### config.mk
export PLATFORM = sky130hd
export DESIGN_NAME = lut_inverse_search
export DESIGN_NICKNAME = d
export VERILOG_FILES = /design/src/rtl/lut_inverse_search.sv
export SDC_FILE = /design/constraint.sdc
export NUM_CORES = 1
export LEC_CHECK = 0
export CAP_MARGIN = 20
export CORE_ASPECT_RATIO = 0.9
export CORE_MARGIN = 2
export CORE_UTILIZATION = 44
export CTS_CLUSTER_DIAMETER = 30
export DETAILED_ROUTE_END_ITERATION = 10
export GPL_ROUTABILITY_DRIVEN = 0
export PLACE_DENSITY = 0.88
export SLEW_MARGIN = 20
export SYNTH_ARGS = -nofsm -noshare
export SYNTH_HDL_FRONTEND = slang
export SYNTH_SLANG_ARGS = --single-unit
export TNS_END_PERCENT = 20
### constraint.sdc
create_clock -name clk -period 2.4 [get_ports clk]
set_input_delay 0.48 -clock clk [delete_from_list [all_inputs] [get_ports clk]]
set_output_delay 0.48 -clock clk [all_outputs]
set_load 0.02 [all_outputs]
### src/rtl/lut_inverse_search.sv
// Inverse lookup over a monotonically non-increasing 128-entry LUT segment:
// returns the last offset whose entry is still >= target (bit-serial binary search).
module lut_inverse_search #(
    parameter int unsigned IDX_W = 8,
    parameter int unsigned VAL_W = 24
) (
    input  logic             clk,
    input  logic             rst,
    input  logic             start,
    input  logic             bank,
    input  logic [VAL_W-1:0] target,
    output logic             busy,
    output logic             done,
    output logic [IDX_W-1:0] result_idx,
    output logic [VAL_W-1:0] result_val,
    output logic             exact,
    output logic             overflow,
    output logic [IDX_W-1:0] lut_index,
    input  logic [VAL_W-1:0] lut_value
);

    localparam int unsigned OFF_W = IDX_W - 1;
    localparam int unsigned BIT_W = (OFF_W > 1) ? $clog2(OFF_W) : 1;

    typedef enum logic [2:0] {
        S_IDLE,
        S_CHK,
        S_SRCH,
        S_FIN,
        S_DONE
    } state_t;

    state_t             state, state_d;
    logic               bank_q, bank_d;
    logic [VAL_W-1:0]   target_q, target_d;
    logic [OFF_W-1:0]   k, k_d;
    logic [BIT_W-1:0]   bitc, bit_d;
    logic [OFF_W-1:0]   trial_c;
    logic               busy_d, done_d, exact_d, overflow_d;
    logic [IDX_W-1:0]   result_idx_d, lut_index_d;
    logic [VAL_W-1:0]   result_val_d;

    // Offset presented to the LUT for a given state / partial result / bit position
    function automatic logic [OFF_W-1:0] trial_of(input state_t s, input logic [OFF_W-1:0] kk,
                                                   input logic [BIT_W-1:0] b);
        logic [OFF_W-1:0] t;
        case (s)
            S_SRCH:  t = kk | (OFF_W'(1) << b);
            S_FIN:   t = kk;
            default: t = '0;
        endcase
        return t;
    endfunction

    // Next-state and next-output logic; lut_index is precomputed for the coming state
    always_comb begin
        state_d      = state;
        bank_d       = bank_q;
        target_d     = target_q;
        k_d          = k;
        bit_d        = bitc;
        exact_d      = exact;
        overflow_d   = overflow;
        result_idx_d = result_idx;
        result_val_d = result_val;
        trial_c      = trial_of(state, k, bitc);

        case (state)
            S_IDLE: begin
                if (start) begin
                    bank_d     = bank;
                    target_d   = target;
                    k_d        = '0;
                    exact_d    = 1'b0;
                    overflow_d = 1'b0;
                    state_d    = S_CHK;
                end
            end
            S_CHK: begin
                if (lut_value < target_q) begin
                    overflow_d = 1'b1;
                    k_d        = '0;
                    state_d    = S_FIN;
                end else begin
                    bit_d   = BIT_W'(OFF_W - 1);
                    state_d = S_SRCH;
                end
            end
            S_SRCH: begin
                if (lut_value >= target_q) begin
                    k_d = trial_c;
                end
                if (bitc == '0) begin
                    state_d = S_FIN;
                end else begin
                    bit_d = bitc - BIT_W'(1);
                end
            end
            S_FIN: begin
                result_idx_d = {bank_q, k};
                result_val_d = lut_value;
                exact_d      = (lut_value == target_q);
                state_d      = S_DONE;
            end
            S_DONE: begin
                state_d = S_IDLE;
            end
            default: begin
                state_d = S_IDLE;
            end
        endcase

        busy_d      = (state_d != S_IDLE);
        done_d      = (state_d == S_DONE);
        lut_index_d = (state_d == S_IDLE) ? '0 : {bank_d, trial_of(state_d, k_d, bit_d)};
    end

    // State and output registers with synchronous reset
    always_ff @(posedge clk) begin
        if (rst) begin
            state      <= S_IDLE;
            bank_q     <= 1'b0;
            target_q   <= '0;
            k          <= '0;
            bitc       <= '0;
            busy       <= 1'b0;
            done       <= 1'b0;
            result_idx <= '0;
            result_val <= '0;
            exact      <= 1'b0;
            overflow   <= 1'b0;
            lut_index  <= '0;
        end else begin
            state      <= state_d;
            bank_q     <= bank_d;
            target_q   <= target_d;
            k          <= k_d;
            bitc       <= bit_d;
            busy       <= busy_d;
            done       <= done_d;
            result_idx <= result_idx_d;
            result_val <= result_val_d;
            exact      <= exact_d;
            overflow   <= overflow_d;
            lut_index  <= lut_index_d;
        end
    end

endmodule

# [Word level (Yosys, flattened, before mapping)]
# Cells that the tools add are included.
[totals] ff_bits=82 input_bits=52 elab_cells=56
[op_classes] addsub=1 magnitude_cmp=2 n_eq_ne=9 n_shift=2 n_mux=18 bitwise=2 reduce_logical=10
[ops] cell="== test 24 bit" count=1
[ops] cell=">= comparator 24 bit" count=1
[ops] cell="< comparator 24 bit" count=1
[ops] cell="two-way mux 7 bit" count=3
[ops] cell="case mux 7 bit (3 select lines)" count=1
[ops] cell="bitwise OR 7 bit" count=2
[ops] cell="case mux 7 bit (2 select lines)" count=1
[ops] cell="left shift 1 x 3 -> 7 bit (first input constant)" count=2
[ops] cell="== test 3 x 2 -> 1 bit (second input constant)" count=4
[ops] cell="two-way mux 3 bit" count=4
[ops] cell="case mux 3 bit (4 select lines)" count=1
[ops] cell="logical NOT 3 bit" count=3
[ops] cell="case mux 3 bit (2 select lines)" count=1
[ops] cell="two-way mux 1 bit" count=5
[ops] cell="inequality test 2 bit (second input constant)" count=2
[ops] cell="case mux 1 bit (2 select lines)" count=2
[ops] cell="AND reduction 2 bit" count=2
[ops] cell="nonzero test 2 bit" count=2
[ops] cell="== test 3 x 1 -> 1 bit (second input constant)" count=1
[ops] cell="== test 3 bit (second input constant)" count=1
[ops] cell="AND reduction 3 bit" count=1
[ops] cell="nonzero test 3 bit" count=1
[ops] cell="subtractor 3 x 1 -> 3 bit (second input constant)" count=1
[ops] cell="OR reduction 2 bit" count=1

# [Logic depth before layout (Yosys ltp)]
# Gate-level depths: netlist (run 1).
[logic_depth] word_depth=6 ltp_mapped=10

# [Least setup slack after synthesis (run 1)]
# No wires, ideal clock.
[synth_timing] path_kind="input -> register" startpoint="in lut_value[17]" endpoint="reg lut_index[5]" t_arrival_ns=2.234 required_time_ns=2.286 slack_ns=0.052 stages=9 n_path_buf=1 cell_sequence="ha_1 a21o_1 a221o_1 a221oi_2 o21a_2 buf_12 a21oi_2 a32o_1 a21o_1"
[synth_via] elab_chain_cells=6
[synth_lines] element="start, declared" line_no="19" source="input logic [VAL_W-1:0] lut_value"
[synth_lines] element="< comparator 24 bit" line_no="80" source="if (lut_value < target_q) begin"
[synth_lines] element="two-way mux 3 bit" line_no="80"
[synth_lines] element="case mux 3 bit (2 select lines)" line_no="68" source="case (state)"
[synth_lines] element="left shift 1 x 3 -> 7 bit" line_no="48" source="S_SRCH: t = kk | (OFF_W'(1) << b);"
[synth_lines] element="bitwise OR 7 bit" line_no="48"
[synth_lines] element="case mux 7 bit (2 select lines)" line_no="47" source="case (s)"
[synth_lines] element="end signal, assigned" line_no="145" source="lut_index <= lut_index_d;"
[synth_lines] element="end, declared" line_no="18" source="output logic [IDX_W-1:0] lut_index,"
# Several ways; a longest one is shown, not always the timed one.
# A chain may end at the register's enable or synchronous reset.

# [Worst setup path after layout (run 1)]
[layout_timing] startpoint="in lut_value[10]" endpoint="reg lut_index[3]"
# Same word-level chain as after synthesis.

==> metrics.md, run 1 <==
| Metric | Value |
|---|---|
| Number of synthesized register bits | `82` |
| Largest family of logic cells by synthesized area | `simple AND/OR/NAND/NOR gates` |
| Initial core utilization | `0.449` |
| Die area | `roughly 9500 µm²` |
| Worst-path clk slew | `approximately 0.090 ns` |
| WHS Path Cells | `3` |
| Num rows | `32` |
| Remaining DRCs | `0` |
| Distinct cells, synth | `54` |
| Post-CTS Hold Buffers | `0` |
| Commonest cells post-synth | `128 x nand2_1, 82 x dfxtp_1, 75 x a21oi_1` |
| Mean number of vias per cell | `5.28` |
| Leak Pwr | `about 2.0 nW` |
| Count leader, synth | `nand2_1` |
| Initial DRC Count | `161` |
| Post-synthesis sequential area ratio | `0.429` |
| Core box area | `around 8500 µm²` |
| Worst hold path type | `input port to register` |
| Worst r2r dst | `lut_index[3]` |
| Dpl ws | `-0.614 ns` |
| Layout Cells excl Fill | `about 690` |
| Maxcap violations | `0` |
| Finished Cell Area | `5400 µm²` |
| CP max FO | `5` |
| Slowest-stage cell, CP | `clkdlybuf4s50_1` |
| Crit path kind | `input port to register` |
| Share of layout cells above drive strength 1 | `0.143` |
| Setup crit end kind | `register` |
| FILL cells | `~700` |
| Period utilization | `1.01` |
| Cell area after synthesis | `about 3800 µm²` |
| Synthesized instance count | `460` |
| Slew Viols, Final | `0` |
| Drt pass-1 iters | `4` |
| Final Skew | `approximately 0.014 ns` |
| Share of the synthesized area in the top cell type | `0.429` |
| Minimum clock period | `around 2.4 ns` |
| Antenna violations before repair | `0` |
| I/O pin cnt | `96` |
| Cells after DPL | `673` |
| R2R depth | `12` |
| Syn-to-layout area delta | `41.0%` |
| All-Layer GR Usage | `0.222` |
| Max Clk Rate | `around 410 MHz` |
| Status | `finished with violations` |
| Vias in the first global route | `approximately 3700` |
| Buffers and inverters on the worst path | `5` |
| DP HPWL | `~7500 µm` |
| Max stage delay on crit path | `between 0.4 and 0.5 ns` |
| CTS tree | `built` |
| Final-stage net count | `approximately 650` |
| Largest area contributor in the netlist | `dfxtp_1` |
| Crit path cell chain | `clkdlybuf4s50_1, ha_1, nand2_2, buf_4, nor4_4, buf_4, o21ai_4, buf_12, a31oi_4, buf_4, nand2_1, o311ai_1` |
| Failing checks | `setup timing` |
| WL/cell | `between 15 and 20 µm` |
| Avg Cell Area, Syn | `8.32 µm²` |
| Die span in x | `about 100 µm` |
| Largest net degree at the start of global routing | `between 70 and 80` |
| Final hold viol count | `0` |
| Relative slew slack | `0.501` |
| N_diodes | `0` |
| Skew-Pair Late Insertion Delay | `0.36 ns` |
| Power per cell area | `640 nW/µm²` |
| Input/output buffers | `95` |
| Synth warn | `0` |
| WP data required | `about 2.7 ns` |
| WHS Endpoint | `result_val[20]` |
| Clock root buffer | `clkbuf_8` |
| Worst setup margin | `-0.0327 ns` |
| Post-synth EDFFs | `0` |
| Synth Flop Type | `dfxtp_1` |
| Placed standard-cell area | `around 5000 µm²` |
| Crit path launch type | `input port` |
| VDD IR max | `just under 0.4 mV` |
| Delay-heaviest family, CP | `buffers and inverters` |
| Via count | `about 3700` |
| Post-synthesis simple-gate area fraction | `0.218` |
| Cell mode on critical path | `buf_4` |
| Adder-Cell Fraction of Synth Area | `0.0948` |
| Synth async-reset ratio | `0` |
| Global-route wire length before repair | `approximately 17000 µm` |
| Post-synthesis compound-gate area fraction | `0.192` |
| Post-synthesis mux area share | `0.00261` |
| Syn_nets | `between 500 and 600` |
| Post-detailed-routing wire length | `10900 µm` |
| Worst-case clock buffer depth | `2` |
| Synth area leaders | `dfxtp_1 43%, nand2_1 13%, a21oi_1 9.8%` |
| Die Ht | `92.5 µm` |
| Slew @ Worst Pin | `~0.75 ns` |
| Final-report setup violation count | `1` |
| # H-tree levels | `3` |
| R2r startpoint | `target_q[21]` |
| RSZ-0062 raised after global routing | `true` |
| Post-Synth XOR/XNOR Area | `0` |
| ANT nets after route | `0` |
| Hold wc startpoint | `lut_value[20]` |
| CTS buffer count | `9` |
| Overflow after GRT | `0` |
| Clk sink count | `82` |
| Reg-to-reg slack, setup | `around 0.040 ns` |
| Worst Path Arrival | `approximately 2.7 ns` |
## routing by layer
layer / share of wire / GRT usage / wire, µm / vias up
li1: - / - / - / 1771
met1: 0.41 / 0.269 / 4500 / 1717
met2: 0.50 / 0.374 / 5450 / 145
met5: 0 / 0 / 0 / -
met3: 0.066 / 0.0498 / 720 / 28
met4: 0.024 / 0.0978 / 267 / 0
## placed cells by master (no fill, tap or decap), drive strengths merged, types with 3 or more instances in the layout
| master | count |
|---|---|
| nand4 | 5 |
| inv | 27 |
| nor3 | 7 |
| clkbuf | 10 |
| dlymetal6s2s | 6 |
| a22oi | 6 |
| dfxtp | 82 |
| buf | 31 |
| ha | 29 |
| a21o | 3 |
| nand2 | 128 |
| nor2 | 17 |
| a31oi | 5 |
| o21ai | 9 |
| a32oi | 3 |
| clkdlybuf4s50 | 81 |
| nor3b | 3 |
| dlygate4sd2 | 6 |
| a21oi | 78 |
| nand3 | 7 |
## where the power goes
| part | internal [mW] | switching (mW) |
|---|---|---|
| registers | 1.44 | 0.0636 |
| logic | 0.383 | 0.491 |
| clock network | 0.578 | 0.502 |
| total | 2.40 | 1.06 |
## tightest hold or removal path, cell delays in order
cell	delay, ns
dlymetal6s2s_1	0.14
nand2_1	0.06
a21oi_1	0.05
## worst max-delay path by stage
stage / cells after the start / start / to
finish: 12 / lut_value[10] / lut_index[3]
global route: 12 / lut_value[10] / lut_index[3]
CTS: 10 / lut_value[20] / lut_index[3]
detailed placement: 10 / lut_value[19] / lut_index[0]
global placement: 10 / lut_value[19] / lut_index[0]
floorplan: 9 / lut_value[17] / lut_index[5]
## cell type report
| cell class | count | area [µm²] | share of cell area |
|---|---|---|---|
| Multi-Input combinational cell | 325 | 2100 | 0.388 |
| Sequential cell | 82 | 1640 | 0.304 |
| Timing Repair Buffer | 125 | 1200 | 0.222 |
| Tap cell | 119 | 149 | 0.0276 |
| Clock buffer | 10 | 128 | 0.0236 |
| Inverter | 28 | 105 | 0.0195 |
| Clock inverter | 5 | 80.1 | 0.0148 |
## through the flow
stage / utilization / hold WS (ns) / total power [mW] / TNS [ns]
after CTS: 0.614 / 0.457 / 3.40 / 0
after global placement: 0.582 / 0.441 / 2.27 / -9.32
final: 0.633 / 0.418 / 3.46 / -0.0327
after detailed placement: 0.582 / 0.447 / 2.31 / -10.48
after global routing: 0.633 / 0.444 / 3.60 / -0.398
after floorplan: - / 0.432 / 2.02 / 0
## registers in the layout (all words and copies together), names as in the netlist
register / flops
result_val: 24
exact: 1
state: 3
bitc: 3
overflow: 1
done: 1
result_idx: 8
k: 7
target_q: 24
lut_index: 8
busy: 1
bank_q: 1
## what timing repair did
action / CTS / global route
setup buffers: 5 / 1
gates resized for setup: 12 / 27
pin swaps: 15 / 15
endpoints found under the setup margin: 19 / 15
## kinds of logic after synthesis
group,Yosys count
muxes,1
DFF,82
adders and majority gates,29
and+or+nand+nor,180
buffers and inverters,53
AOI/OAI and AO/OA,115
No activity file was read; power rests on OpenSTA's default activity.
==> inputs of run 2 (changes only) <==
--- a/config.mk
+++ b/config.mk
@@ -6,13 +6,12 @@
 export NUM_CORES = 1
 export LEC_CHECK = 0
 export CAP_MARGIN = 20
-export CORE_ASPECT_RATIO = 0.9
 export CORE_MARGIN = 2
-export CORE_UTILIZATION = 44
+export CORE_UTILIZATION = 49
 export CTS_CLUSTER_DIAMETER = 30
 export DETAILED_ROUTE_END_ITERATION = 10
 export GPL_ROUTABILITY_DRIVEN = 0
-export PLACE_DENSITY = 0.88
+export PLACE_DENSITY = 0.92
 export SLEW_MARGIN = 20
 export SYNTH_ARGS = -nofsm -noshare
 export SYNTH_HDL_FRONTEND = slang
==> constraint.sdc (replaced) <==
create_clock -name clk -period 2.6 [get_ports clk]
set_input_delay 0.52 -clock clk [delete_from_list [all_inputs] [get_ports clk]]
set_output_delay 0.52 -clock clk [all_outputs]
set_load 0.02 [all_outputs]
==> run 2 against run 1 <==
  * The flow now finishes without violations
  * Utilization grew 4.7 points
  * Via count down 0.74%
  * Die area is 9.8% lower
  * Sequential power decreased by 7%
  * Register-to-register slack gained 0.13 ns
  * Global-route usage rose by 1.9 points
  * Clock power decreased by 17%
  * Critical path depth decreased by 2
  * Sequential share of layout area is 1.1 points higher
  * First-iteration DRC count rose by 44%
  * Setup slack better by 0.078 ns
  * Critical path type unchanged
  * Largest power group unchanged
  * Highest routed layer unchanged
==> metrics.md, run 2 (synthesized netlist as in run 1, its figures left out) <==
| Metric | Value |
|---|---|
| Vias in the first global route | `approximately 3500` |
| Worst hold path type | `input port to register` |
| Post-CTS Hold Buffers | `0` |
| Maxcap violations | `0` |
| Worst-case clock buffer depth | `2` |
| CTS buffer count | `9` |
| Via count | `3634` |
| DP HPWL | `around 7100 µm` |
| CTS tree | `built` |
| CP max FO | `8` |
| Switching Share | `0.308` |
| Pint | `about 2.1 mW` |
| Largest net degree at the start of global routing | `between 70 and 80` |
| Final Skew | `roughly 0.0092 ns` |
| Worst Path Arrival | `around 2.8 ns` |
| Die area | `8540 µm²` |
| Remaining DRCs | `0` |
| Placed standard-cell area | `about 4900 µm²` |
| Finished Cell Area | `5200 µm²` |
| RSZ-0062 raised after global routing | `true` |
| Drt pass-1 iters | `4` |
| Leak Pwr | `~2 nW` |
| Antenna violations before repair | `0` |
| Sequential Power Share | `0.456` |
| Dpl ws | `-0.416 ns` |
| Final-report setup violation count | `0` |
| Power per cell area | `a little under 600 nW/µm²` |
| Die Ht | `92.4 µm` |
| Gate power share | `0.248` |
| All-Layer GR Usage | `0.241` |
| Fin Setup TNS | `0 ns` |
| Reg-to-reg slack, setup | `around 0.17 ns` |
| # H-tree levels | `3` |
| FILL cells | `roughly 590` |
| Slew @ Worst Pin | `just under 0.8 ns` |
| Global-route wire length before repair | `~16000 µm` |
| Biggest regs | `result_val: 24 flops, target_q: 24 flops` |
| I/O pin cnt | `96` |
| ANT nets after route | `0` |
| Worst setup margin | `about 0.045 ns` |
| WP data required | `between 2 and 3 ns` |
| Crit path launch type | `input port` |
| Most common cell after layout, fill and taps aside | `nand2_1` |
| Post-detailed-routing wire length | `roughly 10000 µm` |
| Final hold viol count | `0` |
| Core box area | `roughly 7600 µm²` |
| Worst-path clk slew | `roughly 0.080 ns` |
| Overflow after GRT | `0` |
| Final-stage net count | `about 650` |
| Setup crit end kind | `register` |
| Die span in x | `just over 90 µm` |
| Clock share of power | `0.296` |
| Minimum clock period | `approximately 2.6 ns` |
| N_diodes | `0` |
| Crit path kind | `input port to register` |
| Period utilization | `0.983` |
| Share of layout cells above drive strength 1 | `0.111` |
| Most frequent cells in the layout | `128 x nand2_1, 89 x clkdlybuf4s50_1, 82 x dfxtp_1` |
| Max Clk Rate | `391 MHz` |
| Slew Viols, Final | `0` |
| Hold WS | `approximately 0.45 ns` |
| Skew-Pair Late Insertion Delay | `0.35 ns` |
| Syn-to-layout area delta | `35.9%` |
| Psw | `0.937 mW` |
| Clk sink count | `82` |
| Num rows | `32` |
| Initial DRC Count | `232` |
| Status | `finished, final reports clean` |
| Clock root buffer | `clkbuf_8` |
| WL/cell | `approximately 15 µm` |
| Input/output buffers | `95` |
| Relative slew slack | `0.476` |
| Initial core utilization | `0.501` |
| VDD IR max | `approximately 0.40 mV` |
| Fin util | `0.680` |
| Mean number of vias per cell | `approximately 5.4` |
[run 2: path summary, 6_finish.rpt]
kind,from,to,cells after the start
max,lut_value[23],k[1],10
min,lut_value[17],result_val[17],3
max reg2reg,target_q[19],lut_index[5],10
min reg2reg,target_q[20],target_q[20],2
[run 2: power by group through the flow]
stage	Sequential (mW)	Clock, mW	Combinational (mW)
3_5_place_dp	1.41	0	0.702
4_1_cts	1.38	0.910	0.725
2_1_floorplan	1.42	0	0.446
5_1_grt	1.40	0.960	0.830
6_report	1.39	0.898	0.755
3_3_place_gp	1.41	0	0.672
[run 2: cell type report]
class,instances,area (µm²),share of cell area
flip-flops and latches,82,1640,0.315
well taps,102,128,0.0245
clock inverters,5,55.1,0.0106
multi-input cells,325,2000,0.384
inverters,28,105,0.0202
clock buffers,11,131,0.0252
repair buffers,118,1150,0.220
[run 2: through the flow]
stage / cells / power, mW
2_1_floorplan: 460 / 1.86
5_1_grt: 671 / 3.19
3_3_place_gp: 651 / 2.08
3_5_place_dp: 651 / 2.11
4_1_cts: 669 / 3.02
6_report: 671 / 3.04
[run 2: layer usage]
| layer | up-vias | track usage | share of wire |
|---|---|---|---|
| li1 | 1768 | - | - |
| met1 | 1702 | 0.286 | 0.42 |
| met4 | 0 | 0.0983 | 0.021 |
| met5 | - | 0 | 0 |
| met3 | 22 | 0.0610 | 0.063 |
| met2 | 142 | 0.414 | 0.50 |
[run 2: critical path, stage by stage]
cell and delay [ns]:
clkdlybuf4s50_1 0.44, ha_1 0.31, and4_4 0.25, nand4_4 0.12, nor4_4 0.22, buf_4 0.19, o21ai_4 0.12, a31oi_4 0.39
a22oi_2 0.14, nor2_1 0.13
[run 2: timing repair]
item | 4_1_cts | 5_1_grt
gates resized for setup | 0 | 16
setup endpoints to repair | 8 | 17
pin swaps | 2 | 16
setup buffers | 2 | 2
